## config.mk

```make
export PLATFORM = sky130hd
export DESIGN_NAME = coax_rx_frame_ctrl
export DESIGN_NICKNAME = d
export VERILOG_FILES = /design/src/rtl/coax_rx_frame_ctrl.sv
export SDC_FILE = /design/constraint.sdc
export NUM_CORES = 1
export LEC_CHECK = 0
export BUFFER_PORTS_ARGS = -buffer_cell sky130_fd_sc_hd__buf_4
export CORE_MARGIN = 2
export CORE_UTILIZATION = 52
export DETAILED_ROUTE_END_ITERATION = 12
export GPL_ROUTABILITY_DRIVEN = 0
export PLACE_DENSITY_LB_ADDON = 0.08
export SLEW_MARGIN = 20
export SYNTH_ARGS = -nofsm -noshare
export SYNTH_HDL_FRONTEND = slang
export SYNTH_SLANG_ARGS = --single-unit
export TNS_END_PERCENT = 100
```

## constraint.sdc

```tcl
create_clock -name clk -period 1.8 [get_ports clk]
set_input_delay 0.54 -clock clk [delete_from_list [all_inputs] [get_ports clk]]
set_output_delay 0.54 -clock clk [all_outputs]
set_load 0.005 [all_outputs]
```

## src/rtl/coax_rx_frame_ctrl.sv

```systemverilog
// Drains a completed coax receive frame from the RX FIFO onto a valid/ready stream with first/last/error tags.
// Optional host-stall timeout enabled by defining COAX_RX_FRAME_CTRL_TIMEOUT_EN.
module coax_rx_frame_ctrl #(
    parameter int DEPTH          = 8,
    parameter int RECOVER_CYCLES = 16,
    parameter int TIMEOUT_CYCLES = 1024
) (
    input  logic                       clk,
    input  logic                       reset_n,
    input  logic [9:0]                 rx_data,
    input  logic                       rx_empty,
    input  logic                       rx_error,
    input  logic                       rx_active,
    output logic                       rx_read_strobe,
    output logic                       rx_reset,
    output logic [9:0]                 out_data,
    output logic                       out_valid,
    input  logic                       out_ready,
    output logic                       out_first,
    output logic                       out_last,
    output logic                       out_error,
    output logic [$clog2(DEPTH+1)-1:0] frame_words,
    output logic                       busy
);
    localparam int CW = $clog2(DEPTH + 1);
    localparam int RW = (RECOVER_CYCLES > 1) ? $clog2(RECOVER_CYCLES) : 1;
    localparam logic [RW-1:0] REC_LAST     = RW'(RECOVER_CYCLES - 1);
    localparam logic [9:0]    TIMEOUT_CODE = 10'h3FF;

    typedef enum logic [2:0] {
        S_IDLE, S_WAIT_END, S_LOAD, S_PRESENT, S_POP, S_ERROR, S_CLEAR, S_RECOVER
    } state_t;

    state_t          r_state, w_state_next;
    logic [9:0]      r_out_data;
    logic            r_out_valid, r_out_first, r_out_last, r_out_error;
    logic            r_timeout;
    logic [CW-1:0]   r_count, r_frame_words;
    logic [RW-1:0]   r_rec;
    logic            w_hs, w_timeout;

    assign w_hs = r_out_valid && out_ready;

`ifdef COAX_RX_FRAME_CTRL_TIMEOUT_EN
    localparam int TW = $clog2(TIMEOUT_CYCLES + 1);
    logic [TW-1:0] r_stall;
    logic          w_stalled;

    assign w_stalled = (r_state == S_PRESENT) && r_out_valid && !out_ready;
    assign w_timeout = w_stalled && (r_stall == TW'(TIMEOUT_CYCLES - 1));

    always_ff @(posedge clk or negedge reset_n) begin
        if (!reset_n)
            r_stall <= '0;
        else if (w_stalled && !w_timeout)
            r_stall <= r_stall + 1'b1;
        else
            r_stall <= '0;
    end
`else
    // Stall limit has no meaning without the timeout; tied off false.
    assign w_timeout = (TIMEOUT_CYCLES < 0);
`endif

    always_ff @(posedge clk or negedge reset_n) begin
        if (!reset_n)
            r_state <= S_IDLE;
        else
            r_state <= w_state_next;
    end

    always_comb begin
        w_state_next   = r_state;
        rx_read_strobe = 1'b0;
        rx_reset       = 1'b0;
        busy           = (r_state != S_IDLE);
        case (r_state)
            S_IDLE: begin
                if (rx_error)       w_state_next = S_ERROR;
                else if (rx_active) w_state_next = S_WAIT_END;
                else if (!rx_empty) w_state_next = S_LOAD;
            end
            S_WAIT_END: begin
                if (rx_error)       w_state_next = S_ERROR;
                else if (!rx_active) w_state_next = rx_empty ? S_IDLE : S_LOAD;
            end
            S_LOAD: begin
                rx_read_strobe = 1'b1;
                w_state_next   = S_POP;
            end
            S_POP:
                w_state_next = rx_error ? S_ERROR : S_PRESENT;
            S_PRESENT: begin
                if (w_hs)           w_state_next = rx_error ? S_ERROR : (r_out_last ? S_IDLE : S_LOAD);
                else if (w_timeout) w_state_next = S_ERROR;
            end
            S_ERROR:
                if (w_hs) w_state_next = S_CLEAR;
            S_CLEAR: begin
                rx_reset     = 1'b1;
                w_state_next = S_RECOVER;
            end
            S_RECOVER:
                if (r_rec == REC_LAST) w_state_next = S_IDLE;
            default:
                w_state_next = S_IDLE;
        endcase
    end

    // Each word is popped in LOAD before it is shown, so POP sees the post-pop
    // rx_empty and can tag the held word as last without any lookahead.
    always_ff @(posedge clk or negedge reset_n) begin
        if (!reset_n) begin
            r_out_data    <= '0;
            r_out_valid   <= 1'b0;
            r_out_first   <= 1'b0;
            r_out_last    <= 1'b0;
            r_out_error   <= 1'b0;
            r_timeout     <= 1'b0;
            r_count       <= '0;
            r_frame_words <= '0;
            r_rec         <= '0;
        end else begin
            case (r_state)
                S_LOAD:
                    r_out_data <= rx_data;
                S_POP:
                    if (!rx_error) begin
                        r_out_valid <= 1'b1;
                        r_out_first <= (r_count == '0);
                        r_out_last  <= rx_empty;
                    end
                S_PRESENT: begin
                    if (w_hs) begin
                        r_out_valid <= 1'b0;
                        r_out_first <= 1'b0;
                        r_out_last  <= 1'b0;
                        if (r_out_last) begin
                            r_frame_words <= r_count + 1'b1;
                            r_count       <= '0;
                        end else begin
                            r_count <= r_count + 1'b1;
                        end
                    end else if (w_timeout) begin
                        r_out_valid <= 1'b0;
                        r_out_first <= 1'b0;
                        r_out_last  <= 1'b0;
                        r_timeout   <= 1'b1;
                    end
                end
                S_ERROR: begin
                    if (!r_out_valid) begin
                        r_out_data  <= r_timeout ? TIMEOUT_CODE : rx_data;
                        r_out_valid <= 1'b1;
                        r_out_error <= 1'b1;
                        r_out_last  <= 1'b1;
                        r_out_first <= 1'b0;
                    end else if (out_ready) begin
                        r_out_valid <= 1'b0;
                        r_out_error <= 1'b0;
                        r_out_last  <= 1'b0;
                        r_timeout   <= 1'b0;
                    end
                end
                S_CLEAR: begin
                    r_count <= '0;
                    r_rec   <= '0;
                end
                S_RECOVER:
                    r_rec <= r_rec + 1'b1;
                default: ;
            endcase
        end
    end

    assign out_data    = r_out_data;
    assign out_valid   = r_out_valid;
    assign out_first   = r_out_first;
    assign out_last    = r_out_last;
    assign out_error   = r_out_error;
    assign frame_words = r_frame_words;

endmodule

```

==> flow_metrics.env <==
export IMPL_dr_pass1_iters=4
export IMPL_cp_arrival_ns=1.28
export IMPL_postRouteAntennaNets=0
export IMPL_n_antenna_cell=0
export IMPL_combPwrFrac=0.513
export IMPL_instances_no_fill=236
export IMPL_finalPower_mw=3.56
export IMPL_numPortBuffers=36
export IMPL_power_leakage_nw=0.938
export IMPL_synth_top_cell_by_area="dfrtp_1"
export IMPL_irDropWorstVdd_mv=1.35
export IMPL_status="complete, but fails checks"
export IMPL_cts_tree="yes"
export IMPL_cell_internal_pwr_mw=2.29
export IMPL_holdWs_ns=0.101
export IMPL_required_ns=1.26
export IMPL_core_area_sq_mm=0.00278
export IMPL_ios=37
export IMPL_syn_avg_cell_area_sq_um=9.94
export IMPL_worst_pin_slew_ns=0.462
export IMPL_yosys_register_bits=29
export IMPL_failed_checks="negative setup slack"
export IMPL_antenna_found_initial=0
export IMPL_post_synth_num_cell_types=42
export IMPL_die_area_sq_mm=0.00339
export IMPL_clock_latency_ns=0.34
export IMPL_clkTransAtPathRegs_ns=0.10
export IMPL_p_sw_mw=1.28
export IMPL_num_vias=1313
export IMPL_die_h_um=58.2
export IMPL_fmax_ghz=0.550
export IMPL_viasPerCell=5.56
export IMPL_hold_viol=0
export IMPL_placed_cells=219
export IMPL_stdcell_area_sq_mm=0.00204
export IMPL_power_share_clock=0.158
export IMPL_crit_buf_inv=1
export IMPL_synth_top_cell_area_share=0.474
export IMPL_startpoint_type="register"
export IMPL_clockBufferDepth=2
export IMPL_hpwl_mm=2.30
export IMPL_drc=0
export IMPL_nFillCells=198
export IMPL_synthTopCellsByArea="dfrtp_1 47%, mux2_2 8.8%, o21ai_0 6.2%"
export IMPL_seqPwrFrac=0.328
export IMPL_grt_max_degree=30
export IMPL_overflow=0
export IMPL_final_nets=223
export IMPL_syn_to_final_growth_pct=33.4
export IMPL_async_flop_share=1.00
export IMPL_crit_family="flip-flops"
export IMPL_setup_ws_ns=-0.0186
export IMPL_synth_edff_count=0
export IMPL_critPathSlowestCell="dfrtp_2"
export IMPL_synthFlopType="dfrtp_1"
export IMPL_grt_pass1_vias=1241
export IMPL_yosysSeqAreaShare=0.474
export IMPL_drv_cap=0
export IMPL_crit_path_max_incr_delay_ns=0.45
export IMPL_cp_end_kind="output pin"
export IMPL_synth_nets=173
export IMPL_std_cell_rows=19
export IMPL_setup_viol=1
export IMPL_rsz0062_at_grt="true"
export IMPL_drtIter0Drc=53
export IMPL_swShare=0.359
export IMPL_path_cells="or3_4 -> buf_6"
export IMPL_cts_buffers=5
export IMPL_syn_inst=154
export IMPL_path_max_fanout=4
export IMPL_hp_class="in -> async"
export IMPL_finalWorstPathRequiredPeriod_ns=1.82
export IMPL_skew_ns=0.0131
export IMPL_drive_gt1_frac=0.390
export IMPL_max_slew_margin=0.688
export IMPL_slew_viol_final=0
export IMPL_fin_crit_sh=1.01
export IMPL_clock_sinks=29
export IMPL_wl_mm=3.48
export IMPL_placed_cell_area_sq_mm=0.00185
export IMPL_netlist_area_sq_mm=0.00153
export IMPL_initial_core_util=0.550
export IMPL_die_x_um=58.2
export IMPL_cts_root_buf="clkbuf_4"
export IMPL_grt_pass1_wl_mm=5.54
export IMPL_yosysWarningCount=0
export IMPL_ctsHoldBuffers=0
export IMPL_cts_htree_levels=2
export IMPL_grt_usage=0.225
export IMPL_power_density_mw_per_mm2=1750
export IMPL_routedWlPerCell_um=14.7
export IMPL_ff_latch_area_sq_um=729
export IMPL_setup_worst_path_class="reg -> out"
export IMPL_multi_input_area_sq_um=766
cell type report:
cell class | instances | share of cell area
Clock buffer | 7 | 0.0270
Clock inverter | 1 | 0.0147
Multi-Input combinational cell | 111 | 0.375
Sequential cell | 29 | 0.357
Timing Repair Buffer | 51 | 0.196
Inverter | 6 | 0.0110
Tap cell | 31 | 0.0190
what timing repair did:
| action | CTS | global route |
|---|---|---|
| setup buffers | 8 | 1 |
| gates resized for setup | 3 | 4 |
| pin swaps | 1 | 0 |
| setup endpoints to repair | 3 | 5 |
flip-flops by register name (all words and copies together) (netlist names):
name         cells
out_first        1
r_rec            4
r_count          4
out_last         1
out_data        10
out_error        1
out_valid        1
r_state          3
frame_words      4
metrics by stage:
stage           util  setup TNS (ns)  setup WS (ns)
2_1_floorplan      -               0          0.144
3_3_place_gp   0.665               0          0.164
3_5_place_dp   0.665               0         0.0989
4_1_cts        0.723         -0.0194        -0.0194
5_1_grt        0.734         -0.0600        -0.0553
6_report       0.734         -0.0186        -0.0186
synth_stat cells (2+ instances only):
cell type	instances
nor3_1	2
nor2b_1	3
dfrtp_1	29
mux2_2	12
or3_1	3
o21bai_1	2
nand4_1	2
buf_2	4
o22ai_1	2
clkbuf_1	3
nor2_1	4
ha_1	3
inv_1	5
o21ai_1	4
a31oi_1	2
a21oi_1	5
a21o_1	2
o21ai_0	19
nand2_1	18
nand2b_1	5
nand3_1	4
worst register-to-register path: cells and delay by family (launching register included):
family | cells | cell delay [ns]
DFF | 1 | 0.47
muxes | 1 | 0.39
AOI/OAI and AO/OA | 1 | 0.31
and+or+nand+nor | 2 | 0.30
buffers and inverters | 1 | 0.15
path summary, 6_finish.rpt:
kind | start | slack (ns) | depth (start not counted) | endpoint
max | r_state[0] | -0.02 | 2 | busy
min | reset_n | 0.10 | 1 | out_first
max reg2reg | r_state[2] | 0.06 | 5 | out_data[0]
min reg2reg | frame_words[2] | 0.49 | 2 | frame_words[2]
max in group asynchronous | reset_n | 1.42 | 1 | r_state[2]
min in group clk | rx_data[7] | 0.44 | 2 | out_data[7]
power by group through the flow:
stage                     registers [mW]  logic, mW  clock network (mW)
after CTS                           1.17       1.76               0.570
after detailed placement            1.22       1.54                   0
after floorplan                     1.12       1.00                   0
final                               1.17       1.83               0.564
after global placement              1.21       1.50                   0
after global routing                1.20       2.00               0.612
cells in the final DEF (no fill, tap or decap), types with 2 or more instances in the layout:
cell type,instances
inv_1,5
or3_4,2
nand2b_1,4
dfrtp_2,3
o22ai_1,2
a21oi_1,5
dfrtp_1,26
o21bai_1,2
ha_1,3
mux2_2,12
nor3_1,2
nor2_1,4
nand4_1,2
o21ai_1,4
nand2_1,18
a21o_1,2
o21ai_0,19
a31oi_1,2
or3_1,2
clkbuf_4,5
buf_4,49
nor2b_1,3
nand3_1,4
logic make-up after synthesis:
| logic type | Yosys count | share of synthesized area |
|---|---|---|
| AO/OA/AOI/OAI | 44 | 0.183 |
| XOR/XNOR | 2 | 0.0114 |
| adder cells (fa/ha/maj) | 3 | 0.0245 |
| buffers and inverters | 14 | 0.0376 |
| flip-flops | 29 | 0.474 |
| multiplexers | 13 | 0.0948 |
| AND/OR/NAND/NOR | 49 | 0.174 |
per-layer routing:
metal | up-vias | share of wire | track usage
li1 | 645 | - | -
met1 | 604 | 0.41 | 0.264
met2 | 53 | 0.48 | 0.362
met3 | 11 | 0.078 | 0.0826
met4 | 0 | 0.027 | 0.113
met5 | - | 0 | 0
No activity file was read; power rests on OpenSTA's default activity.
